--- src/rtl/mmio_pkg.sv ---
// Shared types and constants for the MMIO router: FSM state encoding,
// default region map and timeout, and the address-to-region helper.
package mmio_pkg;

    typedef enum logic [1:0] {
        IDLE   = 2'd0,
        ACCESS = 2'd1,
        RESP   = 2'd2
    } state_t;

    localparam logic [3:0] DEF_SLV_EN  = 4'b1110;
    localparam int         DEF_TMO_CYC = 15;

    // Extracts the region-select field addr[sel_lo +: sel_w].
    function automatic int unsigned region_idx(input logic [31:0] addr,
                                               input int unsigned sel_lo,
                                               input int unsigned sel_w);
        logic [31:0] mask;
        mask = (32'd1 << sel_w) - 32'd1;
        return int'((addr >> sel_lo) & mask);
    endfunction

endpackage

--- src/rtl/mmio_decode.sv ---
// Combinational region decoder: turns a byte address into a one-hot slave
// select, masked by the map of populated regions.
module mmio_decode
    import mmio_pkg::*;
#(
    parameter int NSLV   = 4,
    parameter int SEL_LO = 16
) (
    input  logic [31:0]     addr,
    input  logic [NSLV-1:0] slv_en,
    output logic [NSLV-1:0] sel,
    output logic            mapped
);

    localparam int unsigned RW = (NSLV > 1) ? $clog2(NSLV) : 1;

    always_comb begin
        int unsigned idx;
        idx = region_idx(addr, SEL_LO, RW);
        sel = '0;
        for (int unsigned i = 0; i < NSLV; i++) begin
            if (idx == i) sel[i] = slv_en[i];
        end
        mapped = |sel;
    end

endmodule

--- src/rtl/mmio_router.sv ---
// Single-master MMIO router: decodes the CPU address to one of NSLV slave
// regions and runs one access at a time. Define MMIO_TIMEOUT_EN to bound waits.
module mmio_router
    import mmio_pkg::*;
#(
    parameter int              NSLV    = 4,
    parameter int              DW      = 32,
    parameter int              SEL_LO  = 16,
    parameter logic [NSLV-1:0] SLV_EN  = NSLV'(DEF_SLV_EN),
    parameter int              TMO_CYC = DEF_TMO_CYC
) (
    input  logic             clk,
    input  logic             reset_n,
    input  logic             cpu_req,
    input  logic             cpu_wr,
    input  logic [31:0]      cpu_addr,
    input  logic [DW-1:0]    cpu_wdata,
    output logic [DW-1:0]    cpu_rdata,
    output logic             cpu_ack,
    output logic             cpu_err,
    output logic [NSLV-1:0]  slv_sel,
    output logic             slv_wr,
    output logic [31:0]      slv_addr,
    output logic [DW-1:0]    slv_wdata,
    input  logic [NSLV-1:0]  slv_ready,
    input  logic [NSLV*DW-1:0] slv_rdata,
    output logic [1:0]       dbg_state
);

    if (TMO_CYC < 1 || TMO_CYC > 255) begin : g_tmo_range
        $error("mmio_router: TMO_CYC must be within 1..255");
    end

    // Handshake: cpu_req is held until the one-cycle cpu_ack; a slave finishes
    // an access by raising its own slv_ready bit while its slv_sel bit is high.
    state_t            state, state_d;
    logic [NSLV-1:0]   sel_d;
    logic              wr_d, ack_d, err_d;
    logic [31:0]       addr_d;
    logic [DW-1:0]     wdata_d, rdata_d, sel_rdata;
    logic [NSLV-1:0]   dec_sel;
    logic              dec_mapped;
    logic              ready_hit;

`ifdef MMIO_TIMEOUT_EN
    localparam logic [7:0] TMO_LIM = 8'(TMO_CYC);
    logic [7:0] wait_cnt, wait_cnt_d;
`endif

    mmio_decode #(
        .NSLV   (NSLV),
        .SEL_LO (SEL_LO)
    ) u_decode (
        .addr   (cpu_addr),
        .slv_en (SLV_EN),
        .sel    (dec_sel),
        .mapped (dec_mapped)
    );

    // slv_sel is one-hot during ACCESS, so masking with it ignores every other slave.
    assign ready_hit = |(slv_ready & slv_sel);
    assign dbg_state = state;

    always_comb begin
        sel_rdata = '0;
        for (int i = 0; i < NSLV; i++) begin
            if (slv_sel[i]) sel_rdata = sel_rdata | slv_rdata[i*DW +: DW];
        end
    end

    always_comb begin
        state_d = state;
        sel_d   = slv_sel;
        wr_d    = slv_wr;
        addr_d  = slv_addr;
        wdata_d = slv_wdata;
        ack_d   = 1'b0;
        err_d   = 1'b0;
        rdata_d = cpu_rdata;
`ifdef MMIO_TIMEOUT_EN
        wait_cnt_d = wait_cnt;
`endif
        unique case (state)
            IDLE: begin
                if (cpu_req) begin
                    addr_d  = cpu_addr;
                    wdata_d = cpu_wdata;
                    if (dec_mapped) begin
                        sel_d   = dec_sel;
                        wr_d    = cpu_wr;
                        state_d = ACCESS;
                    end else begin
                        ack_d   = 1'b1;
                        err_d   = 1'b1;
                        rdata_d = '0;
                        state_d = RESP;
                    end
                end
            end
            ACCESS: begin
                if (ready_hit) begin
                    rdata_d = slv_wr ? '0 : sel_rdata;
                    sel_d   = '0;
                    wr_d    = 1'b0;
                    ack_d   = 1'b1;
                    state_d = RESP;
`ifdef MMIO_TIMEOUT_EN
                    wait_cnt_d = '0;
                end else if (wait_cnt == TMO_LIM - 8'd1) begin
                    rdata_d    = '0;
                    sel_d      = '0;
                    wr_d       = 1'b0;
                    ack_d      = 1'b1;
                    err_d      = 1'b1;
                    state_d    = RESP;
                    wait_cnt_d = '0;
                end else begin
                    wait_cnt_d = wait_cnt + 8'd1;
`endif
                end
            end
            RESP: begin
                state_d = IDLE;
            end
            default: begin
                state_d = IDLE;
            end
        endcase
    end

    always_ff @(posedge clk or negedge reset_n) begin
        if (!reset_n) begin
            state     <= IDLE;
            slv_sel   <= '0;
            slv_wr    <= 1'b0;
            slv_addr  <= '0;
            slv_wdata <= '0;
            cpu_ack   <= 1'b0;
            cpu_err   <= 1'b0;
            cpu_rdata <= '0;
`ifdef MMIO_TIMEOUT_EN
            wait_cnt  <= '0;
`endif
        end else begin
            state     <= state_d;
            slv_sel   <= sel_d;
            slv_wr    <= wr_d;
            slv_addr  <= addr_d;
            slv_wdata <= wdata_d;
            cpu_ack   <= ack_d;
            cpu_err   <= err_d;
            cpu_rdata <= rdata_d;
`ifdef MMIO_TIMEOUT_EN
            wait_cnt  <= wait_cnt_d;
`endif
        end
    end

endmodule

--- config.mk ---
export PLATFORM = sky130hd
export DESIGN_NAME = mmio_router
export DESIGN_NICKNAME = d
export VERILOG_FILES = /design/src/rtl/mmio_pkg.sv /design/src/rtl/mmio_decode.sv /design/src/rtl/mmio_router.sv
export SDC_FILE = /design/constraint.sdc
export NUM_CORES = 1
export LEC_CHECK = 0
export BUFFER_PORTS_ARGS = -buffer_cell sky130_fd_sc_hd__buf_2
export CAP_MARGIN = 20
export CELL_PAD_IN_SITES_DETAIL_PLACEMENT = 1
export CELL_PAD_IN_SITES_GLOBAL_PLACEMENT = 2
export CORE_MARGIN = 2
export CORE_UTILIZATION = 27
export CTS_BUF_LIST = sky130_fd_sc_hd__clkbuf_4 sky130_fd_sc_hd__clkbuf_8
export DETAILED_ROUTE_END_ITERATION = 12
export PLACE_DENSITY = 0.94
export SYNTH_ARGS = -nofsm -noshare
export SYNTH_HDL_FRONTEND = slang
export SYNTH_HIERARCHICAL = 1
export SYNTH_SLANG_ARGS = --single-unit
--- constraint.sdc ---
create_clock -name clk -period 2.75 [get_ports clk]
set_clock_uncertainty 0.2 [all_clocks]
set_input_delay 0.275 -clock clk [delete_from_list [all_inputs] [get_ports clk]]
set_output_delay 0.275 -clock clk [all_outputs]
set_load 0.01 [all_outputs]
==> reports/results.tsv, run 1 <==
metric	value	unit
grt_pass1_vias	5221	
drive_above_1_share	54.8	%
pwr_density_cell	940	nW/µm²
synth_seq_area_share	56.5	%
cap_violations	0	
grt_start_max_net_pins	59	
viasPerCell	4.85	
rsz0062_at_grt	no	
start_util	27.8	%
grt-ovfl-total	0	
yosys.cell_types.count	26	
clk_pin_slew	0.11	ns
worstSetupStartpointType	primary input	
critical_path_arrival	2.46	ns
synth.largest_area_cell	dfrtp_1	
dr.first_iter.drc_count	115	
synth_area_leaders	dfrtp_1 57%, mux2_2 16%, a221oi_1 6.0%	
p_leak	3.60	nW
async_reset_ff_share	100	%
fin_ws	0.309	ns
grt_pass1_wl	28400	µm
status	finished, final reports clean	
route.detailed.drc	0	
syn_area	4650	µm²
ioPinCount	305	
globalplace.congestion	0.804	
synth-seq-cells	105	
die_x	135	µm
crit_end	cpu_rdata[15]$_DFFE_PN0P_	
finalSetupTns	0	ns
regArea	2630	µm²
worst-r2r-setup-slack	0.56	ns
fin_crit	2.44	ns
finalSetupViolations	0	
multiInputGateArea	1870	µm²
synthFlopType	dfrtp_1	
dpl-instance-area	6390	µm²
r2r-start	slv_sel[1]$_DFFE_PN0P_	
die_h	135	µm
io_buffer_count	304	
antenna_found_initial	2	
yosysTopAreaCellShare	56.5	%
netlist_instances	362	
num-fill-cells	1883	
post-place-ws	0.456	ns
synth.most_common_cell	dfrtp_1	
syn2layout_area_growth	57.4	%
rows	47	
cts_tree	built	
synthTopCellsByCount	105 x dfrtp_1, 64 x mux2_2, 38 x nand2_1	
ir_drop	464	µV
numCtsBuffers	9	
hold_path.class	in -> reg	
cp-startpoint	cpu_addr[16]	
worst_setup_path_end_kind	register	
slew_violations	0	
tightestPinTransition	1.07	ns
crit_fanout	32	
fin_area	7310	µm²
clk_latency	0.37	ns
cts_buffer_depth	2	
cts.root.buffer_cell	clkbuf_8	
h-tree-depth	3	
crit_required	2.77	ns
fmax	410	MHz
track_usage	20.2	%
criticalPathCategory	in -> reg	
die-area	18300	µm²
wl	18700	µm
fin_crit_sh	88.8	%
synth_edf_count	0	
r2r_end	cpu_rdata[27]$_DFFE_PN0P_	
hold_violations	0	
drt_pass1_iterations	4	
nets	930	
post_drt_wl_per_cell	19.5	µm
clock_sinks	105	
fin_total_pwr	6.88	mW
synth_area_per_cell	12.8	µm²
hpwl	12700	µm
vias	4646	
relSlewSlack	28.9	%
detail-route-antenna-nets	0	
r2r_cells	5	
yosysWarnings	6	
core_area	16700	µm²
## cell usage in the layout (no fill, tap or decap), types with 3 or more instances in the layout
cell	count
buf_2	303
dfrtp_1	105
dlygate4sd3_1	72
mux2_2	64
nand2_1	38
a22o_1	32
a221oi_1	32
o22ai_1	32
clkbuf_8	10
buf_4	8
conb_1	8
o2bb2ai_1	5
inv_6	3
## how the worst min path moves through the flow
stage	start	to	slack [ns]	cells after the start
after floorplan	reset_n	cpu_ack$_DFF_PN0_	-0.22	0
after global placement	reset_n	cpu_rdata[18]$_DFFE_PN0P_	0.14	1
after detailed placement	reset_n	cpu_rdata[16]$_DFFE_PN0P_	0.16	1
after CTS	slv_rdata[118]	cpu_rdata[22]$_DFFE_PN0P_	0.001	3
after global routing	slv_rdata[118]	cpu_rdata[22]$_DFFE_PN0P_	0.02	3
final	slv_rdata[31]	cpu_rdata[31]$_DFFE_PN0P_	0.02	3
## critical path: stages
cell and delay, ns:
dlygate4sd3_1 0.54, buf_2 0.16, mux4_2 0.44, or4b_1 0.56, buf_4 0.26, nand2_1 0.12, o22ai_1 0.08
## cell type report
type,instances,area share (%)
Clock inverter,6,0.804
Tap cell,220,3.76
Sequential cell,105,35.9
Antenna cell,2,0.0684
Inverter,1,0.0513
Timing Repair Buffer,385,32.0
Clock buffer,10,1.88
Multi-Input combinational cell,228,25.6
## metrics by stage
stage                     util (%)  hold slack, ns  instances
after floorplan                  -          -0.221        368
after global placement        38.3           0.140        867
after detailed placement      38.3           0.158        867
after CTS                     43.8         0.00128        955
after global routing          43.8          0.0160        956
final                         43.8          0.0222        957
## registers in the layout (all words and copies together), names as in the netlist
signal,count
cpu_ack,1
cpu_err,1
cpu_rdata,32
dbg_state,2
slv_addr,32
slv_sel,4
slv_wdata,32
slv_wr,1
## repair_timing
| item | CTS | global route |
|---|---|---|
| setup endpoints to repair | 0 | 0 |
| resized for setup | 0 | 0 |
| hold buffers | 72 | 0 |
| endpoints found under the hold margin | 118 | 0 |
| buffers inserted | 0 | 0 |
## where the power goes
group	total, mW	switching (mW)	internal (mW)	leakage [nW]
Clock	0.962	0.589	0.374	0.0967
Sequential	2.67	0.436	2.23	1.31
Combinational	3.25	1.69	1.56	2.19
Total	6.88	2.71	4.16	3.60
## per-layer routing
metal  part of all wire [%]  GRT usage, %  vias to the layer above
met5                      0             0                        -
met4                    2.6          7.29                        0
met1                     37          22.0                     2260
met3                    8.7          5.54                       33
li1                       -             -                     2116
met2                     51          37.3                      237
## cells by family after synthesis
logic type      after synthesis  share of synthesized area [%]
compound gates              106                           18.3
flops                       105                           56.5
other cells                   2                          0.162
simple gates                 49                           4.98
mux                          65                           16.0
buf+inv                      35                           4.09
No activity file was read; power rests on OpenSTA's default activity.
==> run 2, diff against run 1 <==
--- a/config.mk
+++ b/config.mk
@@ -5,7 +5,7 @@
 export SDC_FILE = /design/constraint.sdc
 export NUM_CORES = 1
 export LEC_CHECK = 0
-export BUFFER_PORTS_ARGS = -buffer_cell sky130_fd_sc_hd__buf_2
+export BUFFER_PORTS_ARGS = -buffer_cell sky130_fd_sc_hd__clkbuf_2
 export CAP_MARGIN = 20
 export CELL_PAD_IN_SITES_DETAIL_PLACEMENT = 1
 export CELL_PAD_IN_SITES_GLOBAL_PLACEMENT = 2
==> reports/results.tsv, run 2 (synthesis gave the netlist of run 1 again) <==
metric	value	unit	change
r2r-start	slv_sel[0]$_DFFE_PN0P_		
hpwl	12800	µm	+0.85%
dr.first_iter.drc_count	82		-29%
holdWs	0.0237	ns	+0.00154 ns
die_h	135	µm	unchanged
pwr_density_cell	952	nW/µm²	+1.3%
hold_violations	0		unchanged
criticalPathCategory	reg -> reg		
cap_violations	0		unchanged
switchingPower	2.73	mW	+0.74%
cts_buffer_depth	2		unchanged
grt_pass1_wl	28300	µm	-0.49%
path_cells	a22oi_2, a211o_1, o22ai_1		
drive_above_1_share	55.1	%	+0.31 points
worstSetupStartpointType	register		
p_leak	3.60	nW	about the same
final_cell_mix	303 x clkbuf_2, 105 x dfrtp_1, 67 x dlygate4sd3_1, 64 x mux2_2, 38 x nand2_1		
ioPinCount	305		unchanged
slew_violations	0		unchanged
hold_path.class	in -> reg		
p_int	4.18	mW	+0.42%
numCtsBuffers	9		unchanged
nets	924		-0.65%
track_usage	20.1	%	-0.099 points
r2r_cells	3		-2
crit_fanout	32		unchanged
finalSetupTns	0	ns	unchanged
whs_path_depth	3		unchanged
fin_area	7260	µm²	-0.74%
post_drt_wl_per_cell	19.7	µm	+0.86%
globalplace.congestion	0.790		-1.6%
pwr-share-comb	46.5	%	-0.7 points
grt_start_max_net_pins	66		+12%
syn2layout_area_growth	56.2	%	
drt_pass1_iterations	4		unchanged
fmax	460	MHz	+12%
route.detailed.drc	0		unchanged
vias	4593		-1.1%
ir_drop	463	µV	-0.19%
rows	47		unchanged
slowest_delay	0.87	ns	+0.31 ns
reg_top3	cpu_rdata: 32 flops, slv_addr: 32 flops, slv_wdata: 32 flops		
p_seq_share	39.0	%	+0.2 points
clk_pin_slew	0.11	ns	about the same
clk_latency	0.37	ns	about the same
io_buffer_count	304		unchanged
regArea	2630	µm²	unchanged
cts_tree	built		
start_util	27.8	%	unchanged
mostFrequentLayoutCell	clkbuf_2		
crit_required	2.77	ns	about the same
tightestPinTransition	1.06	ns	-0.00940 ns
fin_ws	0.574	ns	+0.265 ns
cp_slowest_cell	a211o_1		
r2r_end	cpu_rdata[15]$_DFFE_PN0P_		
crit_end	cpu_rdata[15]$_DFFE_PN0P_		
relSlewSlack	29.5	%	+0.63 points
die-area	18300	µm²	unchanged
dpl-instance-area	6380	µm²	-0.12%
cp-startpoint	slv_sel[0]$_DFFE_PN0P_		
grt-ovfl-total	0		unchanged
wl	18700	µm	+0.12%
final_core_util	43.5	%	-0.32 points
finalSetupViolations	0		unchanged
die_x	135	µm	unchanged
critical_path_arrival	2.19	ns	-0.27 ns
swShare	39.5	%	+0.076 points
worst-r2r-setup-slack	0.57	ns	about the same
fin_crit	2.18	ns	-0.265 ns
viasPerCell	4.83		-0.41%
antenna_found_initial	1		-1
rsz0062_at_grt	no		
power_frac_clock	14.5	%	+0.5 points
core_area	16700	µm²	unchanged
detail-route-antenna-nets	0		unchanged
num-fill-cells	1945		+3.3%
fin_crit_sh	79.1	%	-9.7 points
worst_setup_path_end_kind	register		
h-tree-depth	3		unchanged
post-place-ws	0.474	ns	+0.0182 ns
multiInputGateArea	1870	µm²	unchanged
clock_sinks	105		unchanged
cts.root.buffer_cell	clkbuf_8		
status	finished, final reports clean		
grt_pass1_vias	5223		+0.038%
## run 2: cell types whose count changed in the layout (fill, tap and decap cells not counted), sizes merged
cell         previous run  this run
buf                   313         9
clkbuf                 10       312
dlygate4sd3            72        67
bufinv                  0         1
clkinvlp                1         2
diode                   2         1
inv                     4         3
## run 2: how the worst min path moves through the flow
| stage | start | endpoint | slack (ns) |
|---|---|---|---|
| 3_5_place_dp | reset_n | cpu_rdata[16]$_DFFE_PN0P_ | 0.17 |
| 6_report | slv_rdata[124] | cpu_rdata[28]$_DFFE_PN0P_ | 0.02 |
| 3_3_place_gp | reset_n | cpu_rdata[18]$_DFFE_PN0P_ | 0.14 |
| 2_1_floorplan | reset_n | cpu_ack$_DFF_PN0_ | -0.22 |
| 5_1_grt | slv_rdata[124] | cpu_rdata[28]$_DFFE_PN0P_ | 0.02 |
| 4_1_cts | slv_rdata[124] | cpu_rdata[28]$_DFFE_PN0P_ | 0.0004 |
## run 2: power by group through the flow
stage          registers, mW  logic (mW)  clock network (mW)
3_5_place_dp            2.69        3.14                   0
3_3_place_gp            2.66        3.01                   0
5_1_grt                 2.78        3.49                1.10
2_1_floorplan           2.93        1.49                   0
4_1_cts                 2.67        3.22                1.05
6_report                2.69        3.21                1.01
## run 2: routing by layer
layer / track usage (%) / routed length [µm] / vias up
met3: 6.21 / 1690 / 38
li1: - / - / 2099
met5: 0 / 0 / -
met1: 20.8 / 6780 / 2216
met2: 37.2 / 9660 / 240
met4: 8.74 / 546 / 0
## run 2: cell type report
class	instances	area share [%]
antenna	1	0.0345
clock buffer	9	1.71
clock inverter	7	1.09
inverter	1	0.0517
multi-input combinational	228	25.7
sequential	105	36.2
tap	220	3.79
timing repair buffer	379	31.4
## run 2: critical path: cells and delay by family (launching register included)
kind           cells  cell delay, ns
flip-flops         1            0.41
AO/OA/AOI/OAI      3            1.40
## run 2: per-stage QoR
step                      power (mW)  instances
final                           6.91        950
after detailed placement        5.83        866
after CTS                       6.95        949
after global placement          5.66        866
after floorplan                 4.42        368
after global routing            7.37        950
## run 2: timing repair
action,CTS,global route
gates resized for setup,0,0
hold buffers,67,0
endpoints found under the hold margin,115,0
buffers inserted,0,0
